### config.mk
export PLATFORM = sky130hd
export DESIGN_NAME = fft_res_reader
export DESIGN_NICKNAME = d
export VERILOG_FILES = /design/src/rtl/fft_res_reader.sv
export SDC_FILE = /design/constraint.sdc
export NUM_CORES = 1
export LEC_CHECK = 0
export ABC_AREA = 1
export CAP_MARGIN = 20
export CELL_PAD_IN_SITES_DETAIL_PLACEMENT = 1
export CELL_PAD_IN_SITES_GLOBAL_PLACEMENT = 1
export CORE_MARGIN = 2
export CORE_UTILIZATION = 35
export CTS_CLUSTER_DIAMETER = 100
export DETAILED_ROUTE_END_ITERATION = 12
export PLACE_DENSITY_LB_ADDON = 0.1
export SYNTH_ARGS = -nofsm -noshare
export SYNTH_HDL_FRONTEND = slang
export SYNTH_SLANG_ARGS = --single-unit
### constraint.sdc
create_clock -name clk -period 2.25 [get_ports clk]
set_clock_uncertainty 0.1 [all_clocks]
set_input_delay 0.3375 -clock clk [delete_from_list [all_inputs] [get_ports clk]]
set_output_delay 0.3375 -clock clk [all_outputs]
set_load 0.01 [all_outputs]
### src/rtl/fft_res_reader.sv
// Streams one FFT result frame over valid/ready, through a 4-deep FIFO.
// Define FFT_MAG_OUT_EN to add the |re|+|im| out_mag port.
module fft_res_reader #(
  parameter int N_POINTS = 128,
  parameter int ADDR_W   = 7,
  parameter int DW       = 8
) (
  input  logic              clk,
  input  logic              rst_n,
  input  logic              fft_done,
  output logic [ADDR_W-1:0] res_addr,
  output logic              res_rd,
  input  logic [2*DW-1:0]   fft_res,
  output logic              out_valid,
  input  logic              out_ready,
  output logic [DW-1:0]     out_re,
  output logic [DW-1:0]     out_im,
  output logic [ADDR_W-1:0] out_bin,
  output logic              out_last,
`ifdef FFT_MAG_OUT_EN
  output logic [DW:0]       out_mag,
`endif
  output logic              busy,
  output logic              frame_done,
  output logic              overrun
);

  localparam logic [1:0] IDLE  = 2'd0;
  localparam logic [1:0] READ  = 2'd1;
  localparam logic [1:0] DRAIN = 2'd2;

  localparam logic [ADDR_W-1:0] LAST =
    ADDR_W'(N_POINTS - 1);

  logic [1:0]        state;
  logic [ADDR_W-1:0] addr_q;
  logic              have_rd;
  logic              rd_q;
  logic [2:0]        count;
  logic [1:0]        wptr;
  logic [1:0]        rptr;
  logic              start;
  logic              push;
  logic              pop;
  logic              last_rd;
  logic              last_pop;

  logic [DW-1:0] re_mem [4];
  logic [DW-1:0] im_mem [4];

  assign start = fft_done && (state == IDLE);
  assign busy  = (state != IDLE);

  // Credits cover both stored entries and the read still in flight.
  assign res_rd = (state == READ) &&
                  ((count + {2'b0, rd_q}) < 3'd4);

  // addr_q holds the last issued address so a stall parks on it.
  assign res_addr = (res_rd && have_rd) ?
                    addr_q + ADDR_W'(1) : addr_q;

  assign last_rd   = res_rd && (res_addr == LAST);
  assign push      = rd_q;
  assign out_valid = (count != 3'd0);
  assign pop       = out_valid && out_ready;
  assign last_pop  = pop && (out_bin == LAST);
  assign out_last  = out_valid && (out_bin == LAST);
  assign out_re    = re_mem[rptr];
  assign out_im    = im_mem[rptr];

  always_ff @(posedge clk or negedge rst_n) begin
    if (!rst_n) begin
      state      <= IDLE;
      frame_done <= 1'b0;
      overrun    <= 1'b0;
    end else begin
      frame_done <= last_pop;
      if (fft_done && state != IDLE)
        overrun <= 1'b1;
      unique case (1'b1)
        (state == IDLE):  if (fft_done) state <= READ;
        (state == READ):  if (last_rd) state <= DRAIN;
        (state == DRAIN): if (last_pop) state <= IDLE;
        default:          state <= IDLE;
      endcase
    end
  end

  always_ff @(posedge clk or negedge rst_n) begin
    if (!rst_n) begin
      addr_q  <= '0;
      have_rd <= 1'b0;
      rd_q    <= 1'b0;
    end else begin
      rd_q <= res_rd;
      if (start) begin
        addr_q  <= '0;
        have_rd <= 1'b0;
      end else if (res_rd) begin
        addr_q  <= res_addr;
        have_rd <= 1'b1;
      end
    end
  end

  always_ff @(posedge clk or negedge rst_n) begin
    if (!rst_n) begin
      count   <= 3'd0;
      wptr    <= 2'd0;
      rptr    <= 2'd0;
      out_bin <= '0;
    end else begin
      unique case ({push, pop})
        2'b10:   count <= count + 3'd1;
        2'b01:   count <= count - 3'd1;
        default: count <= count;
      endcase
      if (push) wptr <= wptr + 2'd1;
      if (pop) begin
        rptr    <= rptr + 2'd1;
        out_bin <= out_bin + ADDR_W'(1);
      end else if (start) begin
        out_bin <= '0;
      end
    end
  end

  always_ff @(posedge clk or negedge rst_n) begin
    if (!rst_n) begin
      for (int i = 0; i < 4; i++) begin
        re_mem[i] <= '0;
        im_mem[i] <= '0;
      end
    end else if (push) begin
      re_mem[wptr] <= fft_res[2*DW-1:DW];
      im_mem[wptr] <= fft_res[DW-1:0];
    end
  end

`ifdef FFT_MAG_OUT_EN
  logic [DW:0] mag_mem [4];
  logic [DW:0] mag_in;

  function automatic logic [DW:0] abs_ext(
    input logic [DW-1:0] v
  );
    logic [DW:0] s;
    s = {v[DW-1], v};
    return v[DW-1] ? -s : s;
  endfunction

  // One extra bit keeps |-2**(DW-1)| exact.
  assign mag_in = abs_ext(fft_res[2*DW-1:DW]) +
                  abs_ext(fft_res[DW-1:0]);
  assign out_mag = mag_mem[rptr];

  always_ff @(posedge clk or negedge rst_n) begin
    if (!rst_n) begin
      for (int i = 0; i < 4; i++)
        mag_mem[i] <= '0;
    end else if (push) begin
      mag_mem[wptr] <= mag_in;
    end
  end
`endif

endmodule

After elaboration in Yosys (flattened, before gate mapping). Cells that the tools add are included.

Input port bits: 20. Flip-flop bits (word level): 91.

Equal/unequal tests: 9. Order comparisons: 4. Bitwise logic cells: 2. $add $sub $neg: 7. Mux-type cells: 22. Reduce and logical (&&, ||, !) cells: 16.

Operator list (number): 32-bit bitwise mux (2); 8-bit two-way mux (5); 7-bit two-way mux (5); 8-bit binary-select mux with 2-bit select (2); 8-bit demux with 2-bit select (1); 7-bit by 1-bit adder with 7-bit output, second input constant (2); 7-bit == test, second input constant (2); 1-bit logical AND (9); 2-bit nonzero test (4); 3-bit >= comparator, second input constant (2); 2-bit two-way mux (3); 2-bit inequality test, second input constant (3); 2-bit inverter with 3-bit output (2); 2-bit one-hot mux with 3 select lines (1); 3-bit one-hot mux with 2 select lines (1); 2-bit by 1-bit adder with 2-bit output, second input constant (2); 2-bit by 1-bit == test with 1-bit output, second input constant (2); 2-bit == test, second input constant (2); 3-bit by 1-bit adder with 3-bit output (1); 3-bit by 1-bit adder with 3-bit output, second input constant (1); 3-bit by 1-bit < comparator with 1-bit output, second input constant (1); 3-bit < comparator, second input constant (1); 3-bit AND reduction (1); 3-bit nonzero test (1); other kinds (3) (4).

Depth between registers and ports, before layout. Gate-level depths: netlist (run 1).

Depth after elaboration: 9. Mapped depth: 13. Depth with buffers taken out: 12.

Least setup slack after synthesis (run 1). Ideal clock, no wire load.

Path kind: register -> register. Start: reg count[0]. End: reg count[2]. Data arrival time: 1.719 ns. Library setup time: 0.131 ns. Cell stages (with the launch flop): 9. Setup slack: 0.300 ns. Cells stage by stage: dfrtp_1 > nor3_1 > nor2_2 > ha_1 > inv_1 > fa_1 > a21oi_1 > o21ai_0 > xor2_1.

Cells in the longest elaborated chain, start to end: 4.

RTL lines: from (decl) (RTL line 39) `logic [2:0] count;`; from (signal assigned) (RTL line 114) `2'b10: count <= count + 3'd1;`; from (signal assigned) (RTL line 115) `2'b01: count <= count - 3'd1;`; from (signal assigned) (RTL line 116) `default: count <= count;`; 3-bit nonzero test (*) (RTL line 64) `assign out_valid = (count != 3'd0);`; 1-bit logical AND (*) (RTL line 65) `assign pop = out_valid && out_ready;`; via pop (RTL line 44) `logic pop;`; 2-bit by 1-bit == test with 1-bit output / 2-bit == test (equally long branches) (RTL line 113) `unique case ({push, pop})`; 3-bit one-hot mux with 2 select lines / 2-bit nonzero test (equally long branches).

The timed path passes the listed nets; every way through them passes the cells marked *. A chain may end at the register's enable or synchronous reset.

Worst setup path in the final report (run 1).
Start: reg count[2]. End: out res_addr[1].

Cells in the longest elaborated chain, start to end: 5.

RTL lines: 3-bit by 1-bit adder with 3-bit output (RTL line 56) `((count + {2'b0, rd_q}) < 3'd4);`; 3-bit < comparator (RTL line 56); 1-bit logical AND (RTL line 55) `assign res_rd = (state == READ) &&`; 1-bit logical AND (RTL line 59) `assign res_addr = (res_rd && have_rd) ?`; 7-bit two-way mux (RTL line 59); to (decl) (RTL line 11) `output logic [ADDR_W-1:0] res_addr,`.

Every way passes these cells.

==> out/results.ini, run 1 <==
[die]
rows=39
ios=56
die_w_um=114
die-area_mm2=0.0129
fp.dieH_um=114
initial_utilization=0.363
design.core.area_mm2=0.0116

[timing]
tns_ps=0
rsz0062_at_grt=yes
setup_viol=0
finalCriticalPeriod_ps=2170
layout_setup_ws_ps=83.7
timing.slew.headroom=0.683
clock.fmax_ghz=0.462
slew_viol_final=0
fin_crit_sh=0.963
hold_viol_final=0
worstMarginPinSlew_ps=474

[cells_and_area]
syn_to_final_growth_pct=29.2
diodes=0
nets=601
stdcell_count=721
drive_gt1_frac=0.137

[route]
vias_per_cell=4.92
wl_per_cell_um=15.4
vias=3550
drtAntennaViolNets=0
drt-total-wl_mm=11.1
drt_first_iter_violations=132
drc=0
dr.pass1.iters=4

[clock_network]
cts_buffers=9
cts_tree=done
cts.sinks=91
cts_max_path_buffers=2
clk_latency_ps=340
clk_pin_slew_ps=60
root_buffer=clkbuf_16
htree_levels=3

[critical_path]
r2r_slack_ps=190
reg2reg_depth=10
crit_buf_inv=3
worstSetupStartpointType=flop
endpoint_kind=output pin
max_stage_delay_ps=420
cp_cell_sequence=inv_2 > nand4_1 > nand4_1 > buf_4 > nand2_1 > nand2_2 > buf_2
r2r-start=count[1]
cp_slowest_cell=dfrtp_2
crit_fanout=3
critical_path_required_ps=1810
arrival_ps=1730
worstSetupPathType=flop to output pin
worst_path_most_repeated_cell=nand4_1
rr_endpoint=count[2]
crit_family=simple AND/OR/NAND/NOR gates

[placed_design]
gp_congestion=0.776
dp_hpwl_mm=7.44
place_ws_ps=21.7
portBuffers=55
dp_cells=693

[synthesis]
syn_inst=494
synth_area_mm2=0.00420
syn_avg_cell_area_um2=8.49
yosysTopAreaCellShare=0.543
yosysWarnings=0
synth_cell_types=31
yosysSeqAreaShare=0.543
yosys_register_bits=91
yosysTopAreaCell=dfrtp_1
synth_nets=522
synthTopCellsByArea=dfrtp_1, o21ai_0, nand2_1, nor2_1, inv_1

[power]
vdd_drop_max_mv=0.600
powerDensity_mw_per_mm2=1500
power.leakage_uw=0.00263

[grt]
track_usage=0.187
grt-ovfl-total=0
grt_first_pass_wirelength_mm=19.0
grt_max_degree=39
antenna_found_initial=0
grt_pass1_vias=3791

[outcome]
outcome=finished, final reports clean

[run]
cap_viol_max_count=0

[min_path]
holdCritPathClass=input pin to async pin

[where the power goes]
group          internal, uW  switching (uW)
registers              2400             467
clock network           840             615
logic                  1660            2160
total                  4900            3250
[through the flow]
| stage | hold WS, ps | util | total power [uW] | area, um^2 |
|---|---|---|---|---|
| finish | 366 | 0.469 | 8140 | 5420 |
| global route | 393 | 0.469 | 8920 | 5420 |
| CTS | 370 | 0.465 | 8210 | 5380 |
| detailed placement | 203 | 0.435 | 6780 | 5030 |
| global placement | 202 | 0.435 | 6650 | 5030 |
| floorplan | -58.1 | - | 4990 | 4200 |
[state kept, by name, indices dropped and copies added (netlist names)]
| register | cells |
|---|---|
| state | 2 |
| count | 3 |
| re_mem | 32 |
| rptr | 2 |
| push | 1 |
| im_mem | 32 |
| frame_done | 1 |
| wptr | 2 |
| have_rd | 1 |
| out_bin | 7 |
| overrun | 1 |
| addr_q | 7 |
[cells in the mapped netlist]
cell / number
a21o_1: 1
nor2_4: 2
o21ai_0: 105
inv_2: 1
xor2_1: 4
nand3b_1: 1
xnor2_1: 2
nand2_2: 6
o21ai_1: 1
dfrtp_1: 91
nand3_1: 8
buf_1: 1
nand2_1: 108
nand3_2: 2
nand4_1: 5
o22ai_1: 17
clkinv_1: 1
nand2_4: 1
a21oi_1: 5
nor2_2: 3
buf_6: 1
clkbuf_1: 19
o21ai_2: 1
inv_1: 44
fa_1: 1
a221oi_1: 1
ha_1: 7
o211ai_1: 1
nor3_1: 3
a22o_1: 1
nor2_1: 50
[layout by cell type, fill, tap and decap left out, types with 4 or more instances in the layout]
master / instances
nand2_1: 105
o21ai_0: 104
dfrtp_1: 88
nor2_1: 50
inv_1: 42
buf_4: 31
clkdlybuf4s50_1: 28
o22ai_1: 17
dlygate4sd2_1: 17
nand2_2: 9
clkbuf_16: 9
nand3_1: 8
ha_1: 7
nand4_1: 5
a21oi_1: 5
dlymetal6s2s_1: 5
xor2_1: 4
[layer usage]
layer | global-route usage | part of all wire | up-vias
met2 | 0.321 | 0.50 | 55
met3 | 0.0494 | 0.033 | 13
li1 | - | - | 1770
met1 | 0.237 | 0.46 | 1712
met4 | 0.0472 | 0.013 | 0
met5 | 0 | 0 | -
[what timing repair did]
item                                   4_1_cts  5_1_grt
endpoints found under the hold margin       28        0
gates resized for setup                     33       18
setup buffers                                7        4
hold buffers                                 1        0
pin swaps                                    1        6
setup endpoints to repair                   25       11
[cells by family (layout without fill, tap and decap cells)]
group | Yosys count | after routing | share of synthesized area
AND/OR/NAND/NOR | 189 | 189 | 0.190
adder cells (fa/ha/maj) | 8 | 8 | 0.0256
flip-flops | 91 | 91 | 0.543
AO/OA/AOI/OAI | 133 | 133 | 0.168
buffers and inverters | 67 | 151 | 0.0617
XOR/XNOR | 6 | 6 | 0.0125
[worst max path at each step]
stage | endpoint | slack (ps) | start | depth (start not counted)
after floorplan | count[2] | 300 | count[0] | 8
after global placement | count[2] | 60 | out_ready | 9
after detailed placement | count[2] | 20 | out_ready | 9
after CTS | res_addr[0] | -220 | count[0] | 7
after global routing | res_addr[5] | -50 | count[2] | 8
final | res_addr[1] | 80 | count[2] | 7
[cell type report]
class	count	area, um^2
Tap cell	143	179
Inverter	46	173
Timing Repair Buffer	89	806
Multi-Input combinational cell	336	1690
Clock buffer	13	270
Sequential cell	91	2280
Fill cell	1365	6140
Clock inverter	3	21.3
Note: power is estimated with default switching activity, not from simulation.
==> run 2, diff against run 1 <==
--- a/config.mk
+++ b/config.mk
@@ -14,6 +14,7 @@
 export CTS_CLUSTER_DIAMETER = 100
 export DETAILED_ROUTE_END_ITERATION = 12
 export PLACE_DENSITY_LB_ADDON = 0.1
+export REMOVE_ABC_BUFFERS = 1
 export SYNTH_ARGS = -nofsm -noshare
 export SYNTH_HDL_FRONTEND = slang
 export SYNTH_SLANG_ARGS = --single-unit
==> run 2 against run 1 <==
Against the previous run: register-to-register slack improved by 80 ps; first-iteration DRC count increased by 33%; power increased by 2.8%; critical path depth unchanged; utilization increased by 0.48 points; combinational power about the same; non-clock buffer count increased by 2; die area unchanged; count of clock-buffer cells in the layout decreased by 3; cell area increased by 1.0%.
==> out/results.ini, run 2 (synthesis results as in run 1) <==
[outcome]
outcome=finished, final reports clean

[critical_path]
reg2reg_depth=10  ; unchanged
crit_buf_inv=2  ; -1
worstSetupStartpointType=flop
rr_endpoint=count[2]
worstSetupPathType=flop to output pin
cp_slowest_cell=dfrtp_1
arrival_ps=1730  ; about the same
critical_path_required_ps=1810  ; about the same
r2r_slack_ps=270  ; +80 ps
crit_family=simple AND/OR/NAND/NOR gates
endpoint_kind=output pin
crit_fanout=4  ; +1
r2r-start=count[2]
cp_cell_sequence=nand3_2 > nand2_4 > nand4_1 > buf_4 > nand2_1 > nand2_2 > dlygate4sd2_1
max_stage_delay_ps=410  ; about the same

[cells_and_area]
fillers=1357  ; -0.59%
nets=603  ; +0.33%
final_common_cell=nand2_1
ff_latch_area_mm2=0.00228  ; about the same
stdcell_area_mm2=0.00548  ; +1.0%
diodes=0  ; unchanged
stdcell_count=723  ; +0.28%
multi_input_area_mm2=0.00168  ; -0.59%
syn_to_final_growth_pct=30.5
final_util=0.473  ; +0.00476
final_cell_mix=nand2_1, o21ai_0, dfrtp_1, nor2_1, inv_1
reg.largest.list=im_mem: 32 flops, re_mem: 32 flops
drive_gt1_frac=0.140  ; +0.00298

[power]
p_total_uw=8370  ; +2.8%
power_frac_comb=0.459  ; -0.010
power.leakage_uw=0.00262  ; -0.38%
p_sw_uw=3270  ; +0.69%
powerDensity_mw_per_mm2=1530  ; +1.7%
p_int_uw=5100  ; +4.2%
vdd_drop_max_mv=0.480  ; -20%
sw_frac_of_total=0.391  ; -0.00811
clkPwrFrac=0.199  ; +0.020
p_seq_frac=0.342  ; -0.010

[grt]
track_usage=0.186  ; -0.00137
grt_first_pass_wirelength_mm=19.0  ; -0.22%
grt_max_degree=92  ; +140%
antenna_found_initial=0  ; unchanged
grt-ovfl-total=0  ; unchanged
grt_pass1_vias=3887  ; +2.5%

[timing]
timing.slew.headroom=0.659  ; -0.0240
fin_crit_sh=0.963  ; about the same
clock.fmax_ghz=0.462  ; about the same
slew_viol_final=0  ; unchanged
worstMarginPinSlew_ps=511  ; +37.1 ps
finalCriticalPeriod_ps=2170  ; -0.397 ps
setup_viol=0  ; unchanged
hold_viol_final=0  ; unchanged
rsz0062_at_grt=yes
finalHoldWorstSlack_ps=361  ; -5.16 ps

[route]
wl_per_cell_um=15.2  ; -1.4%
drtAntennaViolNets=0  ; unchanged
drt_first_iter_violations=175  ; +33%
vias_per_cell=4.95  ; +0.59%
drc=0  ; unchanged
drt-total-wl_mm=11.0  ; -1.1%
dr.pass1.iters=4  ; unchanged
vias=3581  ; +0.87%

[clock_network]
clk_pin_slew_ps=70  ; about the same
clk_latency_ps=350  ; about the same
root_buffer=clkbuf_16
cts_buffers=9  ; unchanged
cts_max_path_buffers=2  ; unchanged
cts.sinks=91  ; unchanged
htree_levels=3  ; unchanged
cts_tree=done

[min_path]
min_from=overrun
holdCritPathClass=flop to flop
whs_path_depth=1
hold-path-endpoint=overrun

[placed_design]
portBuffers=55  ; unchanged
dp_hpwl_mm=7.36  ; -1.2%
postPlaceCellArea_mm2=0.00508  ; +1.0%
gp_congestion=0.746  ; -3.9%
dp_cells=695  ; +0.29%

[die]
ios=56  ; unchanged
rows=39  ; unchanged
fp.dieH_um=114  ; unchanged
die-area_mm2=0.0129  ; unchanged
design.core.area_mm2=0.0116  ; unchanged
initial_utilization=0.363  ; unchanged
die_w_um=114  ; unchanged

[run]
cap_viol_max_count=0  ; unchanged

run 2: cell count changes in the layout (fill, tap and decap cells not counted), moves of 3 or more:
cell / change
buf_12: +3
buf_2: -3
clkbuf_2: +4
dlymetal6s2s_1: -5
run 2: worst max path at each step:
stage,start,endpoint,cells past startpoint
3_5_place_dp,out_ready,count[2],9
3_3_place_gp,out_ready,count[2],9
2_1_floorplan,rptr[0],out_im[0],3
6_report,count[1],res_addr[3],7
5_1_grt,state[0],res_addr[3],7
4_1_cts,count[1],res_addr[3],7
run 2: layout make-up:
type                       count  area share
multi-input combinational    336       0.307
sequential                    91       0.416
inverter                      46      0.0315
clock buffer                  10      0.0436
tap                          143      0.0327
timing repair buffer          91       0.153
clock inverter                 6      0.0162
run 2: timing repair:
action,CTS,global route
setup endpoints to repair,25,8
hold endpoints to repair,91,0
setup buffers,8,3
gates resized for setup,32,13
hold buffers,1,0
cloned,0,0
pin swaps,3,4
run 2: layer usage:
| metal | routed length (um) | GRT usage |
|---|---|---|
| met5 | 0 | 0 |
| met4 | 176 | 0.0707 |
| met3 | 306 | 0.0329 |
| met2 | 5430 | 0.318 |
| met1 | 5050 | 0.236 |
run 2: through the flow:
step,setup TNS (ps),worst slack [ps]
global placement,0,74.8
finish,0,84.1
global route,-71.4,-44.6
CTS,-49.4,-49.4
detailed placement,0,22.3
floorplan,0,243
run 2: power groups by stage:
stage	logic, uW	registers, uW	clock network (uW)
after floorplan	2020	2870	0
after global placement	3870	2860	0
after detailed placement	3960	2900	0
after CTS	3870	2870	1700
after global routing	4400	2960	1760
final	3850	2860	1660
